--- src/rtl/wb_writeback.sv ---
// Write-back stage: accepts retiring instructions from MEM, waits on and formats
// load data, and drives the register-file write port plus a retired-instruction count.
module wb_writeback #(
  parameter int GPR_ADDR_SPACE = 5,
  parameter int GPR_WIDTH      = 32,
  parameter int CNT_W          = 32
) (
  input  logic                      clk_i,
  input  logic                      rst_i,
  input  logic                      valid_i,
  output logic                      ready_o,
  input  logic [GPR_ADDR_SPACE-1:0] rd_addr_i,
  input  logic                      rd_we_i,
  input  logic [GPR_WIDTH-1:0]      alu_val_i,
  input  logic                      is_load_i,
  input  logic [1:0]                load_size_i,
  input  logic                      load_unsigned_i,
  input  logic [1:0]                addr_lo_i,
  input  logic                      dmem_rvalid_i,
  input  logic [GPR_WIDTH-1:0]      dmem_rdata_i,
  input  logic                      flush_i,
  output logic [GPR_ADDR_SPACE-1:0] rd_addr_o,
  output logic [GPR_WIDTH-1:0]      rd_val_o,
  output logic                      rd_we_o,
  output logic [CNT_W-1:0]          retire_cnt_o
);

  typedef enum logic {IDLE, WAIT} state_t;

  state_t                    state_q, state_d;
  logic [GPR_ADDR_SPACE-1:0] pend_addr_q, pend_addr_d;
  logic                      pend_we_q, pend_we_d;
  logic [1:0]                pend_size_q, pend_size_d;
  logic                      pend_uns_q, pend_uns_d;
  logic [1:0]                pend_lo_q, pend_lo_d;
  logic [GPR_ADDR_SPACE-1:0] rd_addr_q, rd_addr_d;
  logic [GPR_WIDTH-1:0]      rd_val_q, rd_val_d;
  logic                      rd_we_q, rd_we_d;
  logic [CNT_W-1:0]          cnt_q, cnt_d;

  logic [7:0]                byte_sel;
  logic [15:0]               half_sel;
  logic [GPR_WIDTH-1:0]      load_val;

  assign ready_o      = (state_q == IDLE);
  assign rd_addr_o    = rd_addr_q;
  assign rd_val_o     = rd_val_q;
  assign rd_we_o      = rd_we_q;
  assign retire_cnt_o = cnt_q;

  // Lane select uses the latched address bits; halfword ignores addr_lo[0].
  always_comb begin
    byte_sel = dmem_rdata_i[{pend_lo_q, 3'b000} +: 8];
    half_sel = dmem_rdata_i[{pend_lo_q[1], 4'b0000} +: 16];
    case (pend_size_q)
      2'b00:   load_val = {{(GPR_WIDTH-8){~pend_uns_q & byte_sel[7]}}, byte_sel};
      2'b01:   load_val = {{(GPR_WIDTH-16){~pend_uns_q & half_sel[15]}}, half_sel};
      default: load_val = dmem_rdata_i;
    endcase
  end

  always_comb begin
    state_d     = state_q;
    pend_addr_d = pend_addr_q;
    pend_we_d   = pend_we_q;
    pend_size_d = pend_size_q;
    pend_uns_d  = pend_uns_q;
    pend_lo_d   = pend_lo_q;
    rd_addr_d   = rd_addr_q;
    rd_val_d    = rd_val_q;
    rd_we_d     = 1'b0;
    cnt_d       = cnt_q;

    if (flush_i) begin
      state_d = IDLE;
    end else if (state_q == IDLE) begin
      if (valid_i) begin
        if (is_load_i) begin
          state_d     = WAIT;
          pend_addr_d = rd_addr_i;
          pend_we_d   = rd_we_i;
          pend_size_d = load_size_i;
          pend_uns_d  = load_unsigned_i;
          pend_lo_d   = addr_lo_i;
        end else begin
          cnt_d = cnt_q + CNT_W'(1);
          // Address/value only move on a real write so they hold otherwise.
          if (rd_we_i && (rd_addr_i != '0)) begin
            rd_we_d   = 1'b1;
            rd_addr_d = rd_addr_i;
            rd_val_d  = alu_val_i;
          end
        end
      end
    end else if (dmem_rvalid_i) begin
      state_d = IDLE;
      cnt_d   = cnt_q + CNT_W'(1);
      if (pend_we_q && (pend_addr_q != '0)) begin
        rd_we_d   = 1'b1;
        rd_addr_d = pend_addr_q;
        rd_val_d  = load_val;
      end
    end
  end

  always_ff @(posedge clk_i) begin
    if (rst_i) begin
      state_q     <= IDLE;
      pend_addr_q <= '0;
      pend_we_q   <= 1'b0;
      pend_size_q <= 2'b00;
      pend_uns_q  <= 1'b0;
      pend_lo_q   <= 2'b00;
      rd_addr_q   <= '0;
      rd_val_q    <= '0;
      rd_we_q     <= 1'b0;
      cnt_q       <= '0;
    end else begin
      state_q     <= state_d;
      pend_addr_q <= pend_addr_d;
      pend_we_q   <= pend_we_d;
      pend_size_q <= pend_size_d;
      pend_uns_q  <= pend_uns_d;
      pend_lo_q   <= pend_lo_d;
      rd_addr_q   <= rd_addr_d;
      rd_val_q    <= rd_val_d;
      rd_we_q     <= rd_we_d;
      cnt_q       <= cnt_d;
    end
  end

endmodule

--- config.mk ---
export PLATFORM = sky130hd
export DESIGN_NAME = wb_writeback
export DESIGN_NICKNAME = d
export VERILOG_FILES = /design/src/rtl/wb_writeback.sv
export SDC_FILE = /design/constraint.sdc
export NUM_CORES = 1
export LEC_CHECK = 0
export ABC_CLOCK_PERIOD_IN_PS = 2600
export CORE_MARGIN = 4
export CORE_UTILIZATION = 45
export CTS_CLUSTER_DIAMETER = 80
export DETAILED_ROUTE_END_ITERATION = 10
export MAX_ROUTING_LAYER = met4
export PLACE_DENSITY = 0.8
export SETUP_SLACK_MARGIN = 0.05
export SLEW_MARGIN = 20
export SYNTH_ARGS = -nofsm -noshare
export SYNTH_HDL_FRONTEND = slang
export SYNTH_SLANG_ARGS = --single-unit
--- constraint.sdc ---
create_clock -name clk_i -period 2.6 [get_ports clk_i]
set_clock_uncertainty 0.05 [all_clocks]
set_input_delay 0.78 -clock clk_i [delete_from_list [all_inputs] [get_ports clk_i]]
set_output_delay 0.78 -clock clk_i [all_outputs]
set_load 0.005 [all_outputs]
=== After elaboration in Yosys (flattened, before gate mapping) ===
Cells that the tools add are included.

* Add/sub/neg operators: 1
* Equality and inequality tests: 4
* Shift-type cells: 2
* Mux-type cells: 27
* Bitwise gates (word level): 5
* Reduce and logical (&&, ||, !) cells: 11

{| class="wikitable"
|+ Operators by type and width
! cell !! count
|-
| two-way mux 32 bit || 10
|-
| one-hot mux 32 bit (2 select lines) || 1
|-
| adder 32 x 1 -> 32 bit (second input constant) || 1
|-
| indexed part select 32 x 6 -> 16 bit || 1
|-
| indexed part select 32 x 6 -> 8 bit || 1
|-
| two-way mux 5 bit || 6
|-
| two-way mux 1 bit || 10
|-
| nonzero test 5 bit || 2
|-
| AND reduction 4 bit || 2
|-
| AND reduction 6 bit || 1
|-
| != test 2 x 1 -> 1 bit (second input constant) || 2
|-
| nonzero test 2 bit || 2
|-
| inverter 1 bit || 3
|-
| bitwise AND 1 bit || 2
|-
| equality test 2 x 1 -> 1 bit (second input constant) || 1
|-
| logical AND 1 bit || 2
|-
| zero test 2 bit || 1
|-
| != test 2 bit (second input constant) || 1
|-
| OR reduction 2 bit || 1
|}

* Flip-flop bits (word level): 82
* Bits of input ports: 81
* Output and inout bits: 71
* Logic and storage cells: 60

=== Depth between registers and ports, before layout ===
Gate-level depths: netlist of run 1.

* Depth in word-level cells: 6
* Depth in mapped cells: 10
* Depth with buffers taken out: 5

=== Worst setup path before layout of run 1 ===
Ideal clock, no wire load.

* Path kind: in2reg
* Start: input port rd_addr_i[4]
* End: register rd_val_q[23] (netlist: rd_val_o[23])
* Library setup time: 129 ps
* Arrival time: 2187 ps
* Required time: 2421 ps
* Path slack: 234 ps
* Cell stages on the path: 8
* Path buffers: 3
* Path through: or3_1 > o311a_1 > o21a_1 > buf_4 > nand2b_1 > buf_4 > buf_6 > o32ai_2

* Longest elaborated chain between the ends: 4

{| class="wikitable"
|+ Ends and longest elaborated chain
! item !! RTL line !! RTL
|-
| start, declared || 12 || <nowiki>input logic [GPR_ADDR_SPACE-1:0] rd_addr_i,</nowiki>
|-
| nonzero test 5 bit || 88 || <nowiki>if (rd_we_i && (rd_addr_i != '0)) begin</nowiki>
|-
| logical AND 1 bit || 88 ||
|-
| nonzero test 2 bit (no line) || -- ||
|-
| AND reduction 6 bit (no line) || -- ||
|-
| end signal, assigned || 126 || <nowiki>rd_val_q <= rd_val_d;</nowiki>
|-
| end, declared || 37 || <nowiki>logic [GPR_WIDTH-1:0] rd_val_q, rd_val_d;</nowiki>
|}

Every way passes these cells.
A chain may end at the register's enable or synchronous reset.

=== Worst setup path after layout of run 1 ===
* Start: input port rd_addr_i[4]
* End: register rd_addr_q[4] (netlist: rd_addr_o[4])

* Longest elaborated chain between the ends: 4
* Elaborated cells between the ends (all ways): 8
* Those cells by class: mux: 4; reduce/logical: 4

{| class="wikitable"
|+ Ends and longest elaborated chain
! item !! RTL line !! RTL
|-
| nonzero test 5 bit or two-way mux 5 bit (tied branches) || 88 ||
|-
| logical AND 1 bit or two-way mux 5 bit (tied branches) || 88, 78 ||
|-
| nonzero test 2 bit (no line) or two-way mux 5 bit (tied branches) || -- ||
|-
| AND reduction 6 bit (no line) or two-way mux 5 bit (tied branches) || -- ||
|-
| end signal, assigned || 125 || <nowiki>rd_addr_q <= rd_addr_d;</nowiki>
|-
| end, declared || 36 || <nowiki>logic [GPR_ADDR_SPACE-1:0] rd_addr_q, rd_addr_d;</nowiki>
|}

Several ways; a longest one is shown, not always the timed one. The select of a mux whose other input is x is not followed.

==> impl_results.md, run 1 <==
* Syn avg cell area at roughly 8.2 um2
* Share of layout cells above drive strength 1 at 9.417%
* Max Clk Rate at 411.5 MHz
* Fraction of registers with async set/reset at 0%
* Synth Area in XOR/XNOR at 5.533%
* Post-synth cell types at 50
* Mapped Nets at 603
* Synth Area in Adders at 0.2927%
* Slew Limit Fails at 0
* Core Region at 9240 um2
* Drt via density at 5.612
* Seq cells post-synth at 82
* Largest family of logic cells by synthesized area: simple AND/OR/NAND/NOR gates
* Tightest Pin Transition at 748.7 ps
* Max Cap Viol at 0
* Reg-to-reg setup timing slack at 520 ps
* Global route total overflow at 0
* Worst setup margin at around 170 ps
* Post-Synthesis Cell Area at 4274 um2
* Crit path time final at 2430 ps
* Crit-path cells: clkdlybuf4s50_1, or3_1, o311a_1, o21a_1, buf_4, nor2_1, a211oi_1
* Resized cells post-CTS at 0
* Critical Path Source: rd_addr_i[4]
* Slew margin rel. at approximately half
* Post-DP HPWL at 10.25 mm
* Register area share after synthesis at about two fifths
* Initial antenna violation count at 0
* Most frequent cells in the layout: clkdlybuf4s50_1, dfxtp_1, nor2_1
* TritonCTS Buffers at 9
* Antenna Nets Post-Route at 0
* Commonest non-fill, non-tap cell in the layout: clkdlybuf4s50_1
* Critical path startpoint category: input port
* First-pass GRT wire length at 22.87 mm
* H-tree depth at 3
* Vias in the first global route at approximately 4500
* RSZ-0062 raised after global routing: false
* Clk_lat worst skew at between 300 and 400 ps
* DR pass1 iterations at 5
* Root buffer selected by CTS: clkbuf_8
* Mux share of post-synthesis cell area at under 10%
* Sink Count at 82
* Cells after Synth at 521
* Critical Path Sink Type: register
* Critical Path RT at 2780 ps
* Synth Area in Compound Gates at 20.73%
* I/O pins at 152
* Origin of the critical flop-to-flop path: pend_lo_q[1]
* Drt wl/cell at 17.25 um
* DR iter-0 viols at 263
* GR Util All Layers at about a quarter
* Max IR drop VDD at 0.2448 mV
* Cell Count, Final, Fillers Out at between 700 and 800
* Main flop type after synthesis: dfxtp_1
* Area delta synth->final at 44.73%
* Starting density of the core at between 40% and 50%
* Routed wire length at 13.77 mm
* Row count at 35
* Die area at approximately 11000 um2
* Total leakage power at 2.094 nW
* Post-CTS Setup Repair Bufs at 0
* Status: finished, final reports clean
* Die Ht at 105.5 um
* Crit-path max FO at 26
* Pre-CTS WS at -196.9 ps
* Diodes inserted at 0
* Hold path cells at 2
* PortBufs at roughly 150
* Nets at 746
* Clk buf depth at 2
* Worst Hold Class: reg -> reg
* Drt drc at 0
* RR Endpoint: rd_val_o[21]
* Depth of the most critical reg-to-reg path at 7
* CP max stage delay at about 450 ps
* Placed Cells at 782
* PD cells at 427.3 nW/um2
* Hold Vio Cnt, Final at 0
* Slowest CP cell: clkdlybuf4s50_1
* Routability-driven placement congestion ratio at 0.9259
* Die X at 105.5 um
* Crit Path Class: in -> reg
* # setup viols final at 0
* CTS tree: yes
* Final core occ at between 60 and 70%
* CTS clock-pin slew for the worst setup and hold paths at 80 ps
* Largest net degree at the start of global routing at 54
* CP Capture Point: rd_addr_o[4]
* Via count at 4478
* Critical Path AT at 2610 ps
* Synth Warn # at 0
* Simple-gate share of the synthesized area at between 20% and 30%
* Number of flops mapped to enable cells by yosys at 0
* Final Cycle Share at 93.47%
* Hold buffers post-CTS at 0
[metrics by stage]
step	setup TNS (ps)	cell area (um2)	total power [mW]	hold WS (ps)
CTS	0	6186	2.665	418.1
detailed placement	-6268	5983	1.723	405.6
finish	0	6186	2.644	413.9
global route	0	6186	2.751	454.4
global placement	-3500	5983	1.717	394.7
floorplan	0	4274	1.490	386.9
[report_power, final]
group	leakage, nW	switching, mW	internal [mW]
registers	0.663	0.0192	1.28
logic	1.34	0.174	0.226
clock network	0.0922	0.472	0.474
[synthesized netlist by cell type (8+ instances only)]
cell,count,area share [%]
o21ai_0,19,2.2
inv_1,10,0.88
nand3_1,9,1.1
nand2_1,54,4.7
clkbuf_1,30,2.6
a21oi_1,35,4.1
o22ai_1,9,1.3
dfxtp_1,82,38
nand3b_1,15,2.6
nor4_1,12,1.8
xnor2_1,24,4.9
o32ai_2,9,3.4
or3_1,8,1.2
mux2i_1,8,1.9
nand2b_1,18,2.6
nor3_1,17,2.0
nor2_1,68,6.0
mux2_2,9,2.4
[cell type report]
| class | count | area (um2) |
|---|---|---|
| fill | 745 | 3054 |
| timing repair buffer | 174 | 1729 |
| tap | 129 | 161.4 |
| clock buffer | 11 | 141.4 |
| multi-input combinational | 387 | 2412 |
| clock inverter | 5 | 61.31 |
| sequential | 82 | 1643 |
| inverter | 10 | 37.54 |
[routing by layer]
metal	part of all wire, %	GRT usage, %	up-vias	wire length, um
met5	0	-	-	0
met4	2.5	9.747	0	338
met3	6.8	5.144	28	930
met2	48	42.35	161	6581
met1	43	31.53	2134	5915
li1	-	-	2155	-
[sequential cells by signal, indices dropped and copies added (netlist names), 2 cells and up]
signal,count
pend_lo_q,2
pend_addr_q,5
rd_val_o,32
rd_addr_o,5
pend_size_q,2
retire_cnt_o,32
[critical path: cells and delay by family]
family                 cells  cell delay (ps)
AOI/OAI and AO/OA          3              610
buffers and inverters      2              680
and+or+nand+nor            2              540
[how the worst min path moves through the flow]
stage                  endpoint   startpoint  slack [ps]
finish              rd_val_o[7]  rd_val_o[7]         410
global route        rd_val_o[7]  rd_val_o[7]         450
CTS                   pend_we_q    pend_we_q         420
detailed placement    pend_we_q    pend_we_q         410
global placement      pend_we_q    pend_we_q         390
floorplan             pend_we_q    pend_we_q         390
[logic make-up after synthesis]
logic type | after synthesis
multiplexers | 18
AND/OR/NAND/NOR | 218
adder cells (fa/ha/maj) | 1
flip-flops | 82
AO/OA/AOI/OAI | 123
XOR/XNOR | 27
buffers and inverters | 52
Note: power is estimated with default switching activity, not from simulation.
==> run 2: changes to the inputs <==
==> constraint.sdc (replaced) <==
create_clock -name clk_i -period 2.6 [get_ports clk_i]
set_clock_uncertainty 0.05 [all_clocks]
set_input_delay 0.52 -clock clk_i [delete_from_list [all_inputs] [get_ports clk_i]]
set_output_delay 0.52 -clock clk_i [all_outputs]
set_load 0.005 [all_outputs]
==> impl_results.md, run 2 (synthesized netlist as in run 1, its figures left out) <==
* First-pass GRT wire length at 22.91 mm (was 22.87 mm)
* Routed wire length at 14.11 mm (was 13.77 mm)
* Hold buffers post-CTS at 0 (unchanged)
* Drt wl/cell at 17.77 um (was 17.25 um)
* Root buffer selected by CTS: clkbuf_8 (unchanged)
* Row count at 35 (unchanged)
* Crit path time final at 2238 ps (was 2430 ps)
* Core Region at 9240 um2 (unchanged)
* PortBufs at 151 (unchanged)
* Final Power at 2.775 mW (was 2.644 mW)
* Tightest Pin Transition at 684.7 ps (was 748.7 ps)
* Critical path startpoint category: register (was input port)
* Post-CTS Setup Repair Bufs at 0 (unchanged)
* DR iter-0 viols at 251 (was 263)
* CP max stage delay at 490 ps (was 450 ps)
* Most frequent cells in the layout: clkdlybuf4s50_1, dfxtp_1, nor2_1 (unchanged)
* CTS clock-pin slew for the worst setup and hold paths at 90 ps (was 80 ps)
* Starting density of the core at 46.26% (unchanged)
* # setup viols final at 0 (unchanged)
* Drt drc at 0 (unchanged)
* Min-Delay Startpoint: rd_val_o[7] (unchanged)
* Initial antenna violation count at 0 (unchanged)
* DR pass1 iterations at 5 (unchanged)
* Crit-path cells: buf_4, inv_1, clkdlybuf4s50_1 (was clkdlybuf4s50_1, or3_1, o311a_1, o21a_1, buf_4, nor2_1, a211oi_1)
* Vias in the first global route at 4333 (was 4512)
* Die X at 105.5 um (unchanged)
* Share of layout cells above drive strength 1 at 9.023% (was 9.417%)
* Hold slack at 412.9 ps (was 413.9 ps)
* H-tree depth at 3 (unchanged)
* Critical Path Source: state_q (was rd_addr_i[4])
* Via count at 4469 (was 4478)
* Origin of the critical flop-to-flop path: pend_lo_q[1] (unchanged)
* Global route total overflow at 0 (unchanged)
* Crit-path max FO at 21 (was 26)
* Sink Count at 82 (unchanged)
* Crit-path leading delay family: buffers and inverters (unchanged)
* Routability-driven placement congestion ratio at 0.9578 (was 0.9259)
* Drt via density at 5.628 (was 5.612)
* CTS tree: yes (unchanged)
* Largest net degree at the start of global routing at 54 (unchanged)
* Critical Path Sink Type: primary output (was register)
* Commonest non-fill, non-tap cell in the layout: clkdlybuf4s50_1 (unchanged)
* Post-DP HPWL at 10.39 mm (was 10.25 mm)
* Final Cycle Share at 86.08% (was 93.47%)
* Die area at 11120 um2 (unchanged)
* Antenna Nets Post-Route at 0 (unchanged)
* Critical Path AT at 1670 ps (was 2610 ps)
* I/O pins at 152 (unchanged)
* Max Cap Viol at 0 (unchanged)
* Crit Path Class: reg -> out (was in -> reg)
* Diodes inserted at 0 (unchanged)
* Setup TNS Final at 0 ps (unchanged)
* Clk_lat worst skew at 350 ps (about the same)
* CP Buf/Inv Count at 3 (was 2)
* RSZ-0062 raised after global routing: false (unchanged)
* Slew Limit Fails at 0 (unchanged)
* Nets at 742 (was 746)
* GR Util All Layers at 25.99% (was 25.87%)
* Max IR drop VDD at 0.2572 mV (was 0.2448 mV)
* Slowest CP cell: clkdlybuf4s50_1 (unchanged)
* Total leakage power at 2.096 nW (was 2.094 nW)
* Worst Hold Class: reg -> reg (unchanged)
* Resized cells post-CTS at 0 (unchanged)
* Max Clk Rate at 446.8 MHz (was 411.5 MHz)
* Area delta synth->final at 44.38% (was 44.73%)
* PD cells at 449.7 nW/um2 (was 427.3 nW/um2)
* Slew margin rel. at 54.26% (was 49.98%)
* Clk buf depth at 2 (unchanged)
* Status: finished, final reports clean (unchanged)
* TritonCTS Buffers at 9 (unchanged)
* Hold Vio Cnt, Final at 0 (unchanged)
* Die Ht at 105.5 um (unchanged)
* Critical Path RT at 2030 ps (was 2780 ps)
-- run 2: area by class of cell --
cell class / instances / area [um2]
Inverter: 10 / 37.54
Multi-Input combinational cell: 387 / 2412
Tap cell: 129 / 161.4
Sequential cell: 82 / 1643
Fill cell: 763 / 3069
Clock buffer: 9 / 123.9
Clock inverter: 7 / 106.4
Timing Repair Buffer: 170 / 1687
-- run 2: final timing paths --
kind	end	slack [ps]	cells past startpoint
max	ready_o	360	3
min	rd_val_o[7]	410	2
max reg2reg	rd_val_o[16]	510	7
min reg2reg	rd_val_o[7]	410	2
-- run 2: per-stage QoR --
step                utilization, %  instance area (um2)  setup slack [ps]  cells
floorplan                        -                 4274             494.1    521
global placement             64.29                 5941             155.2    778
detailed placement           64.29                 5941             79.41    778
CTS                          66.78                 6171             346.5    794
global route                 66.78                 6171             275.6    794
finish                       66.78                 6171             361.9    794
-- run 2: routing by layer --
| metal | vias up | routed length, um | track usage, % | part of all wire, % |
|---|---|---|---|---|
| met5 | - | 0 | - | 0 |
| met4 | 0 | 386 | 8.622 | 2.7 |
| met3 | 34 | 1058 | 6.124 | 7.5 |
| met2 | 203 | 6619 | 41.26 | 47 |
| met1 | 2085 | 6041 | 32.65 | 43 |
| li1 | 2147 | - | - | - |
-- run 2: power by group --
group | leakage (nW) | internal, mW | switching [mW]
Clock | 0.117 | 0.560 | 0.521
Combinational | 1.32 | 0.224 | 0.173
Sequential | 0.663 | 1.28 | 0.0192
Total | 2.10 | 2.06 | 0.713
-- run 2: tightest hold or removal path: stages, from the launching register on --
cell and delay, ps:
dfxtp_1 320, nand2_1 50, a21oi_1 50
==> run 3: changes to the inputs <==
--- a/config.mk
+++ b/config.mk
@@ -5,11 +5,11 @@
 export SDC_FILE = /design/constraint.sdc
 export NUM_CORES = 1
 export LEC_CHECK = 0
-export ABC_CLOCK_PERIOD_IN_PS = 2600
 export CORE_MARGIN = 4
 export CORE_UTILIZATION = 45
 export CTS_CLUSTER_DIAMETER = 80
 export DETAILED_ROUTE_END_ITERATION = 10
+export GPL_ROUTABILITY_DRIVEN = 0
 export MAX_ROUTING_LAYER = met4
 export PLACE_DENSITY = 0.8
 export SETUP_SLACK_MARGIN = 0.05
==> impl_results.md, run 3 (synthesized netlist as in run 1, its figures left out) <==
* Status: finished, final reports clean (unchanged)
* CP Buf/Inv Count at 3 (unchanged)
* Slew Limit Fails at 0 (unchanged)
* Clk buf depth at 2 (unchanged)
* Starting density of the core at 46.26% (unchanged)
* Depth of the most critical reg-to-reg path at 5 (was 7)
* Final Power at 2.642 mW (was 2.775 mW)
* I/O pins at 152 (unchanged)
* Crit Path Class: reg -> out (unchanged)
* CTS tree: yes (unchanged)
* Max IR drop VDD at 0.2721 mV (was 0.2572 mV)
* TritonCTS Buffers at 9 (unchanged)
* Antenna Nets Post-Route at 0 (unchanged)
* Post-CTS Setup Repair Bufs at 0 (unchanged)
* Nets at 741 (was 742)
* Worst hold endpoint: rd_val_o[7] (unchanged)
* Drt wl/cell at 17.62 um (was 17.77 um)
* Resized cells post-CTS at 0 (unchanged)
* Drt drc at 0 (unchanged)
* Vias in the first global route at 4521 (was 4333)
* Critical Path RT at 2030 ps (about the same)
* Diodes inserted at 0 (unchanged)
* Reg-to-reg setup timing slack at 600 ps (was 510 ps)
* Tightest Pin Transition at 698.5 ps (was 684.7 ps)
* Slowest CP cell: clkdlybuf4s50_1 (unchanged)
* Setup TNS Final at 0 ps (unchanged)
* Share of layout cells above drive strength 1 at 8.886% (was 9.023%)
* Via count at 4569 (was 4469)
* Critical path startpoint category: register (unchanged)
* Hold path cells at 2 (unchanged)
* PD cells at 430.6 nW/um2 (was 449.7 nW/um2)
* Slew margin rel. at 53.34% (was 54.26%)
* Total leakage power at 2.076 nW (was 2.096 nW)
* Final core occ at 66.39% (was 66.78%)
* Most frequent cells in the layout: clkdlybuf4s50_1, dfxtp_1, nor2_1 (unchanged)
* Initial antenna violation count at 0 (unchanged)
* Root buffer selected by CTS: clkbuf_8 (unchanged)
* DR pass1 iterations at 5 (unchanged)
* Row count at 35 (unchanged)
* Area of the multi-input gates at 2412 um2 (unchanged)
* Commonest non-fill, non-tap cell in the layout: clkdlybuf4s50_1 (unchanged)
* Clk_lat worst skew at 360 ps (was 350 ps)
* Post-DP HPWL at 10.12 mm (was 10.39 mm)
* Die Ht at 105.5 um (unchanged)
* Hold buffers post-CTS at 0 (unchanged)
* PortBufs at 151 (unchanged)
* RR Endpoint: rd_val_o[3] (was rd_val_o[16])
* Core Region at 9240 um2 (unchanged)
* RSZ-0062 raised after global routing: false (unchanged)
* Crit-path leading delay family: buffers and inverters (unchanged)
* Origin of the critical flop-to-flop path: pend_size_q[0] (was pend_lo_q[1])
* Die area at 11120 um2 (unchanged)
* H-tree depth at 3 (unchanged)
* Die X at 105.5 um (unchanged)
* Pre-CTS WS at 99.79 ps (was 79.41 ps)
* Worst setup margin at 333.7 ps (was 361.9 ps)
* Largest net degree at the start of global routing at 53 (was 54)
* Drt via density at 5.762 (was 5.628)
* GR Util All Layers at 25.58% (was 25.99%)
* CP max stage delay at 490 ps (about the same)
* Hold Vio Cnt, Final at 0 (unchanged)
* Fillers at 774 (was 763)
* Routed wire length at 13.97 mm (was 14.11 mm)
* DR iter-0 viols at 261 (was 251)
* Worst Hold Class: reg -> reg (unchanged)
* Crit-path cells: buf_4, inv_1, clkdlybuf4s50_1 (unchanged)
* Area delta synth->final at 43.53% (was 44.38%)
* Sink Count at 82 (unchanged)
* CTS clock-pin slew for the worst setup and hold paths at 80 ps (was 90 ps)
* Sequential Area at 1643 um2 (unchanged)
* Max Clk Rate at 441.3 MHz (was 446.8 MHz)
* Crit-path max FO at 21 (unchanged)
* Critical Path AT at 1700 ps (was 1670 ps)
* Max Cap Viol at 0 (unchanged)
* Global route total overflow at 0 (unchanged)
* First-pass GRT wire length at 22.58 mm (was 22.91 mm)
* # setup viols final at 0 (unchanged)
* WP depth at 3 (unchanged)
* Crit path time final at 2266 ps (was 2238 ps)
* Min-Delay Startpoint: rd_val_o[7] (unchanged)
* Final Cycle Share at 87.16% (was 86.08%)
* Critical Path Sink Type: primary output (unchanged)
* Hold slack at 409.6 ps (was 412.9 ps)
-- run 3: metrics by stage --
stage	instances	area (um2)
3_5_place_dp	777	5933
3_3_place_gp	777	5933
2_1_floorplan	521	4274
5_1_grt	793	6135
4_1_cts	793	6135
6_report	793	6135
-- run 3: report_power, final --
part           leakage [nW]  switching (mW)  internal (mW)  total, mW
Clock                 0.100           0.496          0.452      0.949
Combinational          1.31           0.172          0.223      0.395
Sequential            0.663          0.0200           1.28       1.30
-- run 3: final cells by class --
| class | count | area share (%) |
|---|---|---|
| clock buffers | 9 | 2.019 |
| clock inverters | 7 | 1.265 |
| inverters | 10 | 0.6119 |
| multi-input cells | 387 | 39.32 |
| flip-flops and latches | 82 | 26.78 |
| well taps | 129 | 2.631 |
| repair buffers | 169 | 27.37 |
-- run 3: worst max-delay path by stage --
stage,startpoint,to,slack [ps]
after global placement,rd_addr_i[4],rd_val_o[24],150
after detailed placement,flush_i,retire_cnt_o[29],100
final,state_q,ready_o,330
after CTS,state_q,ready_o,340
after floorplan,rd_addr_i[4],rd_val_o[23],490
after global routing,state_q,ready_o,250
-- run 3: worst min-delay path, cell delays in order, from the launching register on --
cell and delay [ps]:
dfxtp_1 320, nand2_1 50, a21oi_1 50
-- run 3: layer usage --
metal	vias up	wire, um	GRT usage, %
met5	-	0	-
met4	0	447	10.03
met3	37	1219	6.369
met2	236	6603	41.35
met1	2152	5701	30.66
li1	2144	-	-
